### config.mk
export PLATFORM = sky130hd
export DESIGN_NAME = cpu_controller
export DESIGN_NICKNAME = d
export VERILOG_FILES = /design/src/rtl/cpu_controller.sv
export SDC_FILE = /design/constraint.sdc
export NUM_CORES = 1
export LEC_CHECK = 0
export CORE_MARGIN = 2
export CORE_UTILIZATION = 43
export CTS_CLUSTER_SIZE = 8
export DETAILED_ROUTE_END_ITERATION = 16
export GPL_ROUTABILITY_DRIVEN = 0
export PLACE_DENSITY_LB_ADDON = 0.05
export SYNTH_ARGS = -nofsm -noshare
export SYNTH_HDL_FRONTEND = slang
export SYNTH_SLANG_ARGS = --single-unit
### constraint.sdc
create_clock -name clk -period 1.4 [get_ports clk]
set_input_delay 0.21 -clock clk [delete_from_list [all_inputs] [get_ports clk]]
set_output_delay 0.21 -clock clk [all_outputs]
set_load 0.03 [all_outputs]
### src/rtl/cpu_controller.sv
//------------------------------------------------------------------------------
// cpu_controller
//
// Moore FSM that sequences one instruction through the datapath.  The decoded
// opcode / ALU_op fields are sampled once, in DECODE, and folded into a
// registered instruction class.  Every later state follows that class, so IR
// changes after DECODE cannot alter the sequence.
//
// All outputs are registered.  Each cycle the FSM decodes the value the state
// register is about to take.  The outputs therefore track the state register
// exactly, and no input has a combinational path to an output.
//
// Optional feature (macro CTRL_ILLEGAL_TRAP_EN):
//   defined   - an illegal code parks the FSM in TRAP.  The sticky 'illegal'
//               flag is set, and only rst_n leaves TRAP.
//   undefined - an illegal code is a 2-cycle NOP (WAIT, DECODE, WAIT) with no
//               writes; 'illegal' is tied to 0.
//
// Parameters:
//   CNT_W      width of the retired-instruction counter
//
// Ports:
//   clk        rising-edge clock
//   rst_n      synchronous active-low reset
//   start      begin the instruction in the IR (sampled only in WAIT)
//   opcode     decoded ir[15:13]
//   ALU_op     decoded ir[12:11]
//   waiting    high only in WAIT
//   reg_sel    register field select: 10 = Rn, 01 = Rd, 00 = Rm
//   wb_sel     writeback source: 00 = datapath C, 10 = sximm8
//   w_en       register-file write enable
//   en_A       load register A
//   en_B       load register B
//   en_C       load register C
//   en_status  load Z/N/V status
//   sel_A      1 = A operand is zero
//   sel_B      1 = B operand is sximm5 (always 0 for the current ISA)
//   retired    count of completed instructions (wraps)
//   illegal    sticky illegal-opcode flag
//------------------------------------------------------------------------------
module cpu_controller #(
   parameter int CNT_W = 16
) (
   input  logic             clk,
   input  logic             rst_n,
   input  logic             start,
   input  logic [2:0]       opcode,
   input  logic [1:0]       ALU_op,
   output logic             waiting,
   output logic [1:0]       reg_sel,
   output logic [1:0]       wb_sel,
   output logic             w_en,
   output logic             en_A,
   output logic             en_B,
   output logic             en_C,
   output logic             en_status,
   output logic             sel_A,
   output logic             sel_B,
   output logic [CNT_W-1:0] retired,
   output logic             illegal
);

   typedef enum logic [3:0] {
      S_WAIT   = 4'd0,
      S_DECODE = 4'd1,
      S_WR_IMM = 4'd2,
      S_GET_A  = 4'd3,
      S_GET_B  = 4'd4,
      S_CALC   = 4'd5,
      S_CALC_S = 4'd6,
      S_WR_REG = 4'd7,
      S_TRAP   = 4'd8
   } state_t;

   // Instruction class latched in DECODE.
   // C_MOV is MOV reg: its CALC step forces the A operand to zero.
   typedef enum logic [1:0] {
      C_ALU  = 2'd0,
      C_CMP  = 2'd1,
      C_MOV  = 2'd2,
      C_NONE = 2'd3
   } cls_t;

   typedef struct packed {
      logic       waiting;
      logic [1:0] reg_sel;
      logic [1:0] wb_sel;
      logic       w_en;
      logic       en_A;
      logic       en_B;
      logic       en_C;
      logic       en_status;
      logic       sel_A;
      logic       sel_B;
   } ctrl_t;

   localparam logic [1:0] SEL_RN = 2'b10;
   localparam logic [1:0] SEL_RD = 2'b01;
   localparam logic [1:0] SEL_RM = 2'b00;
   localparam logic [1:0] WB_C   = 2'b00;
   localparam logic [1:0] WB_IMM = 2'b10;

   localparam ctrl_t CTRL_IDLE = 13'b0_00_00_0_0_0_0_0_0_0;
   localparam ctrl_t CTRL_WAIT = 13'b1_00_00_0_0_0_0_0_0_0;

   state_t           state_r;
   state_t           state_nxt_s;
   cls_t             cls_r;
   cls_t             cls_nxt_s;
   ctrl_t            ctrl_r;
   ctrl_t            ctrl_nxt_s;
   logic             retire_s;
   logic [CNT_W-1:0] retired_r;

   // Output pattern for a given state; anything not listed stays 0.
   function automatic ctrl_t decode_ctrl(input state_t st, input cls_t cls);
      ctrl_t c;
      c = CTRL_IDLE;
      case (st)
         S_WAIT: begin
            c.waiting = 1'b1;
         end
         S_WR_IMM: begin
            c.reg_sel = SEL_RN;
            c.wb_sel  = WB_IMM;
            c.w_en    = 1'b1;
         end
         S_GET_A: begin
            c.reg_sel = SEL_RN;
            c.en_A    = 1'b1;
         end
         S_GET_B: begin
            c.reg_sel = SEL_RM;
            c.en_B    = 1'b1;
         end
         S_CALC: begin
            c.en_C  = 1'b1;
            c.sel_A = (cls == C_MOV) ? 1'b1 : 1'b0;
         end
         S_CALC_S: begin
            c.en_status = 1'b1;
         end
         S_WR_REG: begin
            c.reg_sel = SEL_RD;
            c.wb_sel  = WB_C;
            c.w_en    = 1'b1;
         end
         default: begin
            c = CTRL_IDLE;
         end
      endcase
      return c;
   endfunction

   // Next-state, next-class and next-output decode.
   always_comb begin
      state_nxt_s = state_r;
      cls_nxt_s   = cls_r;
      retire_s    = 1'b0;
      case (state_r)
         S_WAIT: begin
            if (start) begin
               state_nxt_s = S_DECODE;
            end else begin
               state_nxt_s = S_WAIT;
            end
         end
         S_DECODE: begin
            case ({opcode, ALU_op})
               5'b110_10: begin
                  state_nxt_s = S_WR_IMM;
                  cls_nxt_s   = C_NONE;
               end
               5'b110_00: begin
                  state_nxt_s = S_GET_B;
                  cls_nxt_s   = C_MOV;
               end
               5'b101_00, 5'b101_10: begin
                  state_nxt_s = S_GET_A;
                  cls_nxt_s   = C_ALU;
               end
               5'b101_01: begin
                  state_nxt_s = S_GET_A;
                  cls_nxt_s   = C_CMP;
               end
               5'b101_11: begin
                  state_nxt_s = S_GET_B;
                  cls_nxt_s   = C_ALU;
               end
               default: begin
`ifdef CTRL_ILLEGAL_TRAP_EN
                  state_nxt_s = S_TRAP;
`else
                  state_nxt_s = S_WAIT;
`endif
                  cls_nxt_s   = C_NONE;
               end
            endcase
         end
         S_WR_IMM: begin
            state_nxt_s = S_WAIT;
            retire_s    = 1'b1;
         end
         S_GET_A: begin
            state_nxt_s = S_GET_B;
         end
         S_GET_B: begin
            if (cls_r == C_CMP) begin
               state_nxt_s = S_CALC_S;
            end else begin
               state_nxt_s = S_CALC;
            end
         end
         S_CALC: begin
            state_nxt_s = S_WR_REG;
         end
         S_CALC_S: begin
            state_nxt_s = S_WAIT;
            retire_s    = 1'b1;
         end
         S_WR_REG: begin
            state_nxt_s = S_WAIT;
            retire_s    = 1'b1;
         end
         S_TRAP: begin
`ifdef CTRL_ILLEGAL_TRAP_EN
            state_nxt_s = S_TRAP;
`else
            state_nxt_s = S_WAIT;
`endif
         end
         default: begin
            state_nxt_s = S_WAIT;
         end
      endcase
      ctrl_nxt_s = decode_ctrl(state_nxt_s, cls_nxt_s);
   end

   // State, class, registered outputs and retired counter.
   always_ff @(posedge clk) begin
      if (!rst_n) begin
         state_r   <= S_WAIT;
         cls_r     <= C_NONE;
         ctrl_r    <= CTRL_WAIT;
         retired_r <= {CNT_W{1'b0}};
      end else begin
         state_r <= state_nxt_s;
         cls_r   <= cls_nxt_s;
         ctrl_r  <= ctrl_nxt_s;
         if (retire_s) begin
            retired_r <= retired_r + CNT_W'(1'b1);
         end else begin
            retired_r <= retired_r;
         end
      end
   end

`ifdef CTRL_ILLEGAL_TRAP_EN
   logic illegal_r;

   // Sticky flag, raised as the FSM enters TRAP; only reset clears it.
   always_ff @(posedge clk) begin
      if (!rst_n) begin
         illegal_r <= 1'b0;
      end else if (state_nxt_s == S_TRAP) begin
         illegal_r <= 1'b1;
      end else begin
         illegal_r <= illegal_r;
      end
   end

   assign illegal = illegal_r;
`else
   assign illegal = 1'b0;
`endif

   assign waiting   = ctrl_r.waiting;
   assign reg_sel   = ctrl_r.reg_sel;
   assign wb_sel    = ctrl_r.wb_sel;
   assign w_en      = ctrl_r.w_en;
   assign en_A      = ctrl_r.en_A;
   assign en_B      = ctrl_r.en_B;
   assign en_C      = ctrl_r.en_C;
   assign en_status = ctrl_r.en_status;
   assign sel_A     = ctrl_r.sel_A;
   assign sel_B     = ctrl_r.sel_B;
   assign retired   = retired_r;

endmodule

# Yosys cells after proc, flatten, opt, wreduce, memory -nomap -nowiden
# Index checks and enable logic that the tools add are counted.
# totals
reg_bits	34
out_inout_bits	29
wordCells	58
# op_classes
n_addsub	1
n_eq_ne	21
muxes	15
reduce_logical	8
# ops
cell	n
$eq A4 B3 Y1 const B	8
$eq A5 B5 Y1 const B	6
$pmux W4 S5	1
$add A16 B1 Y16 const B	1
$eq A4 B2 Y1 const B	4
$pmux W3 S3	1
$reduce_or A3 Y1	3
$logic_not A4 Y1	2
$mux W1	8
$pmux W2 S3	1
$pmux W3 S2	1
$eq A4 B1 Y1 const B	1
$mux W2	2
$pmux W2 S2	1
$reduce_or A2 Y1	2
$eq A2 B1 Y1 const B	1
$eq A2 B2 Y1 const B	1
$reduce_and A2 Y1	1

# Logic depth before layout (Yosys ltp)
# depth
word_depth	7
ltp_mapped	7

# Least setup slack after synthesis
# Ideal clock, no wire load.
# synth_timing
path_type	register to register
start	reg retired_r[3] (netlist: retired[3])
end	reg retired_r[15] (netlist: retired[15])
setup_ns	0.128
arrival_time_ns	1.454
t_required_ns	1.272
path_slack_ns	-0.182
path_stages_with_launch	6
n_path_buf	0
synth_period_minus_slack_ns	1.582
path_cell_list	dfxtp_1 > and4_4 > nand3_4 > nor4_4 > xnor2_1 > nor2_1
# synth_via
elab_chain_len	1
# synth_lines
element	line	source
start: declaration	113	logic [CNT_W-1:0] retired_r;
start signal: assignment	245	retired_r <= {CNT_W{1'b0}};
start signal: assignment	251	retired_r <= retired_r + CNT_W'(1'b1);
start signal: assignment	253	retired_r <= retired_r;
$add A16 B1 Y16	251	
# Every way passes these cells.
# A chain may end at the register's enable or synchronous reset.

# Worst setup path after layout
# layout_timing
start	in opcode[2]
end	reg ctrl_r, in the netlist waiting
# layout_via
elab_chain_len	6
word_cells_on_any_way	12
classes_between	eq/ne: 6; mux: 3; reduce/logical: 3
# layout_lines
element	line	source
start: declaration	47	input logic [2:0] opcode,
$eq A5 B5 Y1	169	case ({opcode, ALU_op})
$reduce_or A3 Y1 (no source line) or $reduce_or A2 Y1 (tied branches)	n/a	
$pmux W3 S3 *	169	
$pmux W4 S5 *	160	case (state_r)
$logic_not A4 Y1 *	119	case (st)
$mux W1 *	119	
end signal: assignment	249	ctrl_r <= ctrl_nxt_s;
end: declaration	110	ctrl_t ctrl_r;
# Every way passes the cells marked *; elsewhere a longest branch is shown, timed or not.

==> results.txt <==
The most used flip-flop cell after synthesis was sky130_fd_sc_hd__dfxtp_1. The fraction of final layout cells with drive strength greater than 1 is 25.4%, and the cell count after synthesis is 159. The total CTS buffers was 5.

For the antenna diode instance count, the log shows 0. The worst hold path belongs to the class reg2reg. Sorting the synthesized cells by area gives the leading types as sky130_fd_sc_hd__dfxtp_1 (44%), sky130_fd_sc_hd__nor2_1 (5.5%), sky130_fd_sc_hd__xnor2_1 (4.3%).

The number of global-route vias before repair is 1110. The commonest non-fill, non-tap cell in the layout is sky130_fd_sc_hd__dlygate4sd2_1. The worst hold path passes through 2 cells.

The synthesis-stage register bit count came out at 31. Final hold slack: 0.481 ns. Sequential cells were found to cover 43.5% of the synthesized design area. The average instance in the mapped netlist occupies 8.97 um2. In the synthesized netlist, mux cells make up 0% of the area.

For this run, the post-layout net count is 218. The critical path in this run is classified as in2reg. The async set or reset register ratio after synthesis works out to 0%. The global-route wire length before repair is 4940 um. The completed layout was analyzed and its total power is 0.00159 W. The worst setup path is captured at a flip-flop. Static timing analysis puts the maximum clock frequency at 728 MHz. Leakage power: 0.878 nW. The smallest clock period supported by the final layout is computed as 1.37 ns. For this run, the number of Yosys warnings is 0. The half-perimeter wire length after placement was 2180 um; the number of stages on the worst setup path was 5. The top cell types in the final layout, fill and taps aside, are sky130_fd_sc_hd__dlygate4sd2_1 (28), sky130_fd_sc_hd__nor2_1 (21), sky130_fd_sc_hd__dfxtp_1 (19). Setup violations remaining at the end of the flow were counted as 0. The first routing iteration left 60 violations.

The total overflow left after global routing is 0. Across every metal layer, demand over resource in global routing totals 17.8%. The count of buffers added on input and output ports is 33. In the final routed layout, each cell accounts on average for 11.8 um. The first-pass iteration count of the detailed router is 4, and the number of distinct library cell variants in the gate-level netlist after synthesis is 41.

The die height works out to 61.6 um. Of all nets on the critical path, the largest fanout is 4. The initial antenna violation count is 0, and the data required time at the worst endpoint is 1.64 ns.

The synthesized-area fraction occupied by and/or/nand/nor cells is 32.1%, and the standard cell area after detailed placement is 1900 um2. Summed over its instances, the top area cell type makes up 43.5% of the synthesized netlist area. Final clock skew: 0.0114 ns. For the max-slew violation count, the log shows 0.

The pin count of the biggest net entering global routing was 19; the count of flip-flops with a built-in enable after synthesis was 0. The slowest cell on the critical path was sky130_fd_sc_hd__clkdlybuf4s50_1. The area growth from synthesis to layout is 38.9%. For the worst setup path, the data arrival time is 1.62 ns. The flow ran to the end, and the final reports show no timing, DRC or antenna violations. For this design the top-level I/O count stands at 37. The clock drives 31 sinks.

By area, the combinational part of the netlist is dominated by simple AND/OR/NAND/NOR gates. The ratio of routed vias to standard cells came out at 4.91. The cell sitting at the root of the clock tree is a sky130_fd_sc_hd__clkbuf_4. In this run the core area contains 20 standard-cell rows. For the post-detailed-route DRC marker count, the log shows 0.

In this run the horizontal extent of the chip is 61.6 um. The detail route stage leaves a number of antenna-violating nets equal to 0. Walking the worst path, the cells encountered are clkdlybuf4s50_1 > and3b_1 > a311o_1 > and2_4 > o31ai_2.

The combined buffer and inverter count along the critical path came out at 1. In this run the post-CTS setup repair buffer count came out at 0. Dividing the final minimum period by the clock period gives 98.1%. The tools report the area of the die as 3790 um2. Arithmetic-cell share of the synthesized area counting full adders, half adders and majority gates: 0.877%. On the critical path the largest part of the delay comes from compound AO/OA/AOI/OAI gates.

Setup slack on the critical path of the routed design comes to 0.0263 ns. IR analysis of the VDD net gives a maximum drop of 0.430 mV. Measured in cells, the most critical reg-to-reg path has a length of 4.

Summing the areas of all xor and xnor instances in the mapped netlist gives 8.60% of the synthesized area. The tools report the number of maximum-capacitance violations as 0. The tools report the deepest clock path buffer count as 2. Summed over all layers, the routed wires come to 2980 um. The total power density per cell area is 802 nW/um2.

The biggest area contributor in the post-synthesis netlist is sky130_fd_sc_hd__dfxtp_1. Once the floorplan was initialized, standard cells occupied 46.0% of the core. The kind of start point of the critical path is an input port. Clock-pin slew was measured on the worst setup and hold paths at 0.09 ns. The area of all placed cells without fillers is 1980 um2. TritonCTS built the clock tree. The post-placement setup slack was -0.453 ns.

Summing the areas of all compound-gate instances in the mapped netlist gives 9.56% of the synthesized area. The run gives 1241 as the via count. The run gives 0 as the final count of hold timing violations.

For the worst-skew pair, the clock arrives at the later sink with an insertion delay of 0.33 ns. The cell area that synthesis handed to floorplanning was 1430 um2. Delay contributed by the slowest stage of the critical path: 0.41 ns. CTS built an H-tree with a depth of 2. The core region is 3100 um2.
==> what timing repair did <==
action / in CTS / in global routing
endpoints found under the setup margin: 34 / 20
hold buffers: 0 / 0
pin swaps: 4 / 1
resized for setup: 36 / 10
==> logic make-up (layout without fill, tap and decap cells) <==
| kind of cell | count (synthesis) | in the layout |
|---|---|---|
| AOI/OAI and AO/OA | 19 | 19 |
| xor gates and xnor gates | 14 | 14 |
| adders and majority gates | 1 | 1 |
| buffers and inverters | 14 | 62 |
| DFF | 31 | 31 |
| other | 1 | 3 |
| and+or+nand+nor | 79 | 79 |
==> area by class of cell <==
cell class                      count  area (um2)
Clock buffer                        6        51.3
Clock inverter                      1        5.00
Fill cell                         297        1120
Inverter                            7        26.3
Multi-Input combinational cell    116         802
Sequential cell                    31         638
Tap cell                           44        55.1
Timing Repair Buffer               48         403
==> through the flow <==
stage / setup TNS [ns] / std cells / util, %
2_1_floorplan: -0.0189 / 161 / -
3_3_place_gp: -3.69 / 246 / 61.2
3_5_place_dp: -4.37 / 246 / 61.2
4_1_cts: 0 / 253 / 63.0
5_1_grt: -0.00194 / 253 / 63.8
6_report: 0 / 253 / 63.8
==> flip-flops by register name (all words and copies together) (netlist names) <==
signal     cells
retired       16
state_r        3
cls_r          2
reg_sel        2
en_A           1
en_B           1
en_C           1
en_status      1
sel_A          1
w_en           1
waiting        1
wb_sel         1
==> synth_stat cells (4+ instances only) <==
master and count:
sky130_fd_sc_hd__dfxtp_1 31, sky130_fd_sc_hd__nor2_1 21, sky130_fd_sc_hd__nand2_1 11, sky130_fd_sc_hd__nor3_1 9, sky130_fd_sc_hd__nand3_1 7, sky130_fd_sc_hd__xnor2_1 7, sky130_fd_sc_hd__xor2_1 7, sky130_fd_sc_hd__inv_1 6
sky130_fd_sc_hd__o21ai_0 6, sky130_fd_sc_hd__a21oi_1 5, sky130_fd_sc_hd__buf_4 5, sky130_fd_sc_hd__nand2b_1 4
==> worst reg2reg max path, stage by stage (launching register included) <==
cell and delay [ns]:
sky130_fd_sc_hd__dfxtp_4 0.37, sky130_fd_sc_hd__and2b_1 0.18, sky130_fd_sc_hd__a311o_1 0.31, sky130_fd_sc_hd__and2_4 0.18
sky130_fd_sc_hd__o31ai_2 0.21
==> power breakdown <==
part / internal (W) / total, W / switching (W)
sequential: 0.000889 / 0.000894 / 0.00000552
combinational: 0.0000739 / 0.000174 / 0.000100
clock: 0.000232 / 0.000520 / 0.000288
==> worst paths after layout <==
path	start	to	slack, ns
min	retired[1]	retired[1]	0.48
max	opcode[2]	waiting	0.03
min reg2reg	retired[1]	retired[1]	0.48
max reg2reg	state_r[0]	waiting	0.07
==> per-layer routing <==
layer  track usage, %  up-vias  part of all wire [%]  wire length (um)
li1                 -      642                     -                 -
met1             20.7      565                    44              1300
met2             30.5       28                    50              1500
met3             6.30        6                   4.8               142
met4             5.47        0                   1.3                40
met5                0        -                     0                 0
Power figures use the tool's default switching activity.
==> RTL change 1 (same flow settings) <==
The 4 values of `cls_t` get a one-hot encoding in 4 bits.
--- a/src/rtl/cpu_controller.sv
+++ b/src/rtl/cpu_controller.sv
@@ -74,11 +74,11 @@
 
    // Instruction class latched in DECODE.
    // C_MOV is MOV reg: its CALC step forces the A operand to zero.
-   typedef enum logic [1:0] {
-      C_ALU  = 2'd0,
-      C_CMP  = 2'd1,
-      C_MOV  = 2'd2,
-      C_NONE = 2'd3
+   typedef enum logic [3:0] {
+      C_ALU  = 4'b0001,
+      C_CMP  = 4'b0010,
+      C_MOV  = 4'b0100,
+      C_NONE = 4'b1000
    } cls_t;
 
    typedef struct packed {
Formal check against the unedited RTL: same outputs for any inputs over 10 cycles, from zero or initial values and one cycle with rst_n low; not proved beyond that.
==> RTL change 1 against the unedited design <==
- the run now ends with negative setup slack left
- wire length up 25%
- final cell count rose by 7.5%
- final area rose by 17%
- worst setup slack worse by 0.097 ns
- die area grew 5.0%
- non-clock buffer count is 16 higher
- sequential power is 6.3% higher
- total power up 9.7%
- sequential cell count increased by 2
- synthesized area up 5.4%
- largest cell class unchanged
- clock skew is 0.00057 ns lower
==> RTL change 1: results (changes against the unedited design) <==
Ranked by total cell area, the synthesized netlist is headed by sky130_fd_sc_hd__dfxtp_1 (44%), sky130_fd_sc_hd__xnor2_1 (5.2%), sky130_fd_sc_hd__and2_1 (4.6%), sky130_fd_sc_hd__nand2_1 (3.2%), sky130_fd_sc_hd__nand3_1 (3.0%). The maximum clock skew at final layout is 0.0108 ns (-0.000572 ns). The run gives 4 (+4) as the total setup violations reported at the end of the flow. The tools report the launch point of the worst hold path as ALU_op[0]. The flow ran to the end, but the final reports show violations. The proportion of total power due to net switching was 25.6% (+0.84 points); the largest vdd supply drop was 0.731 mV (+70%). The worst hold path class was input port to flip-flop.

The hold path depth is 4 (+2), and the smallest setup slack after layout is -0.0708 ns (-0.0971 ns). The run gives 16 (-3) as the maximum number of pins on one net before global-route repair. The aggregate negative setup slack is -0.141 ns (-0.141 ns), and the number of distinct library cell variants in the gate-level netlist after synthesis is 46 (+12%).

The end point of the most critical hold path is cls_r[1]. By count the netlist is led by sky130_fd_sc_hd__dfxtp_1 (33), sky130_fd_sc_hd__nand2_1 (13), sky130_fd_sc_hd__and2_1 (11). The slowest stage cell on the critical path is sky130_fd_sc_hd__or4_4.

The tools report the launch point of the worst reg-to-reg path as state_r[2]. Wire length of the first global-routing pass: 6250 um (+27%). Top cell family by delay on the critical path: simple AND/OR/NAND/NOR gates. The checks that failed: negative setup slack.

Overall global routing resource usage: 19.8% (+2.0 points). For the final HPWL from detailed placement, the log shows 2630 um (+20%). The share of final-layout standard cells stronger than drive strength 1 is 37.2% (+12 points). The run gives 234 (+7.3%) as the number of nets in the layout. The run gives 50 (-17%) as the DRC violation total after the first TritonRoute iteration. The leakage power total is 0.00102 uW (+16%). The reg-to-reg critical path endpoint was sel_A. For the placed instance area, the log shows 2090 um2 (+10%). The tools report the data arrival time at the worst-slack endpoint as 1.72 ns (+0.10 ns). The routed wirelength normalized by instance count was 13.7 um (+17%).
-- RTL change 1: cell type report --
type	instances	area, um2	area share, %
Multi-Input combinational cell	117	946	40.9
Timing Repair Buffer	64	549	23.8
Clock buffer	8	58.8	2.54
Inverter	4	15.0	0.649
Tap cell	46	57.6	2.49
Sequential cell	33	686	29.7
-- RTL change 1: cells by family (layout without fill, tap and decap cells) --
group / after synthesis / after routing / synth area share, %
AO/OA/AOI/OAI: 28 / 28 / 15.1
XOR/XNOR: 9 / 9 / 5.25
adder cells (fa/ha/maj): 1 / 1 / 0.833
buffers and inverters: 12 / 76 / 3.91
flip-flops: 33 / 33 / 44.0
other: 1 / 3 / 0.250
AND/OR/NAND/NOR: 76 / 76 / 30.7
-- RTL change 1: per-layer routing --
metal / up-vias / routed length [um] / global-route usage, %
li1: 688 / - / -
met4: 0 / 56 / 5.00
met5: - / 0 / 0
met1: 667 / 1690 / 23.3
met3: 5 / 120 / 5.18
met2: 24 / 1870 / 35.6
-- RTL change 1: worst max-delay path by stage --
stage	end	startpoint	slack, ns
after floorplan	sel_A	state_r[2]	-0.05
after global placement	sel_A	opcode[0]	-0.37
after detailed placement	sel_A	opcode[0]	-0.43
after CTS	sel_A	state_r[2]	-0.08
after global routing	sel_A	state_r[2]	-0.15
final	sel_A	state_r[2]	-0.07
-- RTL change 1: worst min-delay path, stage by stage --
cell and delay (ns):
sky130_fd_sc_hd__dlymetal6s2s_1 0.16, sky130_fd_sc_hd__buf_4 0.17, sky130_fd_sc_hd__a32oi_1 0.10, sky130_fd_sc_hd__nor2b_1 0.10
-- RTL change 1: power by group through the flow --
stage	clock [uW]	combinational, uW	sequential [uW]
final	568	224	950
after CTS	580	196	950
after floorplan	0	91.3	983
after global routing	630	236	953
after global placement	0	181	973
after detailed placement	0	186	973
-- RTL change 1: what timing repair did --
item | 4_1_cts | 5_1_grt
setup buffers | 1 | 2
setup endpoints to repair | 46 | 25
gates resized for setup | 50 | 26
pin swaps | 6 | 10
hold endpoints to repair | 0 | 0
-- RTL change 1: metrics by stage --
step           worst slack [ns]  hold slack, ns  power (uW)  cells  util [%]
2_1_floorplan           -0.0475           0.404        1070    162         -
3_3_place_gp             -0.374           0.483        1150    262      62.8
3_5_place_dp             -0.435           0.490        1160    262      62.8
4_1_cts                 -0.0834           0.506        1730    270      65.9
5_1_grt                  -0.155           0.446        1820    272      69.3
6_report                -0.0708           0.423        1740    272      69.3
==> RTL change 2 (same flow settings) <==
Without the edit above. The parameter `CNT_W` goes from 16 to 20.
--- a/src/rtl/cpu_controller.sv
+++ b/src/rtl/cpu_controller.sv
@@ -39,7 +39,7 @@
 //   illegal    sticky illegal-opcode flag
 //------------------------------------------------------------------------------
 module cpu_controller #(
-   parameter int CNT_W = 16
+   parameter int CNT_W = 20
 ) (
    input  logic             clk,
    input  logic             rst_n,
Ports: changed (resized retired); port bits go from 37 to 41. No check against the original RTL was run, so the function may have changed too.
==> RTL change 2 against the unedited design <==
- the flow now finishes with violations (negative setup slack)
- total power up 28%
- clock power rose by 62%
- hold slack got worse by 0.0026 ns
- wire length increased by 56%
- worst setup slack worse by 0.055 ns
- synthesized area increased by 12%
- clock skew down 0.0067 ns
- sequential cell count grew 4
- final area rose by 35%
- largest power group unchanged
==> RTL change 2: results (changes against the unedited design) <==
The flow ran to the end, but the final reports show violations. The final reports fail on negative setup slack. The proportion of power drawn by flip-flops and latches was 48.7% (-7.6 points). Routed wirelength normalized by instance count: 14.8 um (+26%). The run gives 1910 um (+47%) as the length of routed wiring on met1.

The number of flip-flops in the largest register was 20 (+4); the number of I/O port buffers was 37 (+12%). The overall global routing resource usage is 22.5% (+4.7 points), and the data arrival time at the worst-slack endpoint is 1.65 ns (+0.03 ns). The run gives 8 (+8) as the total setup violations reported at the end of the flow. The tools report the number of distinct library cell variants in the gate-level netlist after synthesis as 43 (+4.9%). The logs give 82 (+37%) for the DRC violation total after the first TritonRoute iteration and 274 (+26%) for the number of nets in the layout. By area the synthesized netlist is led by sky130_fd_sc_hd__dfxtp_1 (44%), sky130_fd_sc_hd__a21oi_1 (5.0%), sky130_fd_sc_hd__o21ai_0 (3.8%), sky130_fd_sc_hd__nand4_1 (3.1%), sky130_fd_sc_hd__nand2_1 (2.8%). The final HPWL from detailed placement is 3010 um (+38%), and the complex-gate fraction of the synthesized area is 16.5% (+6.9 points).

Area share of xor/xnor cells in the synthesized design: 2.74% (-5.9 points). The wire length of the first global-routing pass is 7360 um (+49%), and the source-to-sink clock delay at the later pin of the worst-skew pair is 0.29 ns (-0.04 ns). The global-route met1 utilization is 24.0% (+3.3 points), and the adder-cell share of the synthesized area is 0.782% (-0.095 points). The largest stage delay on the critical path works out to 0.45 ns (+0.04 ns). The tools report the reg-to-reg critical path endpoint as retired[18]. The run gives 0.00473 ns (-0.00668 ns) as the maximum clock skew at final layout. For the largest vdd supply drop, the log shows 0.929 mV (+120%). The largest fanout on the critical path came out at 6 (+2).

The tools report the maximum number of pins on one net before global-route repair as 20 (+1). The fraction of met2 tracks used by global routing is 42.0% (+11 points), and the share of final-layout standard cells stronger than drive strength 1 is 41.7% (+16 points). The run gives 842 uW (+62%) as the power of the clock network. The post-synthesis mux area share works out to 0.626% (+0.63 points). The worst register-to-register path begins at retired[8]. The logs give 1530 uW (+28%) for the cell-internal power and 43.8% (+0.31 points) for the part of the Yosys area used for sequential elements. The cell at the root of the clock tree was sky130_fd_sc_hd__clkbuf_8. The worst hold path terminates at retired[19].

In this run the most critical hold path is launched from retired[19]. Slowest stage cell on the critical path: sky130_fd_sc_hd__or4_4. The leakage power total was 0.00116 uW (+32%); the total number of vias was 1688 (+36%). The smallest setup slack after layout was -0.0289 ns (-0.0553 ns).
==> RTL change 2: cell count changes in the layout (fill, tap and decap cells not counted), sizes merged, moves of 5 or more <==
cell	delta
a21oi	+11
nand4	+7
nor2	-13
xnor2	-6
or3	+7
buf	+29
nor3	-5
o21ai	+7
==> RTL change 2: metrics by stage <==
stage	hold WS (ns)	power, uW	cells	worst slack [ns]	util, %
5_1_grt	0.506	2110	314	-0.0948	74.2
3_5_place_dp	0.469	1180	287	-0.456	63.2
3_3_place_gp	0.453	1170	287	-0.403	63.2
2_1_floorplan	0.272	1100	184	-0.0866	-
4_1_cts	0.481	2020	307	-0.0278	69.0
6_report	0.479	2030	314	-0.0289	74.2
==> RTL change 2: final cells by class <==
class | instances | area, um2 | share of cell area (%)
Timing Repair Buffer | 81 | 676 | 25.3
Clock inverter | 2 | 13.8 | 0.514
Clock buffer | 6 | 93.8 | 3.51
Multi-Input combinational cell | 136 | 1050 | 39.3
Tap cell | 48 | 60.1 | 2.25
Sequential cell | 35 | 757 | 28.3
Inverter | 6 | 22.5 | 0.842
==> RTL change 2: worst max-delay path by stage <==
stage / from / to / cells past startpoint
global placement: ALU_op[1] / waiting / 5
global route: state_r[2] / w_en / 6
detailed placement: ALU_op[1] / waiting / 5
finish: retired[8] / retired[18] / 4
CTS: retired[6] / retired[18] / 4
floorplan: retired[5] / retired[17] / 5
==> RTL change 2: worst max-delay path: cells and delay by family, from the launching register on <==
kind / cells / cell delay, ns
flops: 1 / 0.35
compound gates: 1 / 0.13
simple gates: 3 / 0.88
==> RTL change 2: what timing repair did <==
| item | 4_1_cts | 5_1_grt |
|---|---|---|
| hold endpoints to repair | 0 | 0 |
| setup endpoints to repair | 54 | 25 |
| pin swaps | 10 | 25 |
| cloned | 2 | 0 |
| resized for setup | 48 | 33 |
| setup buffers | 10 | 7 |
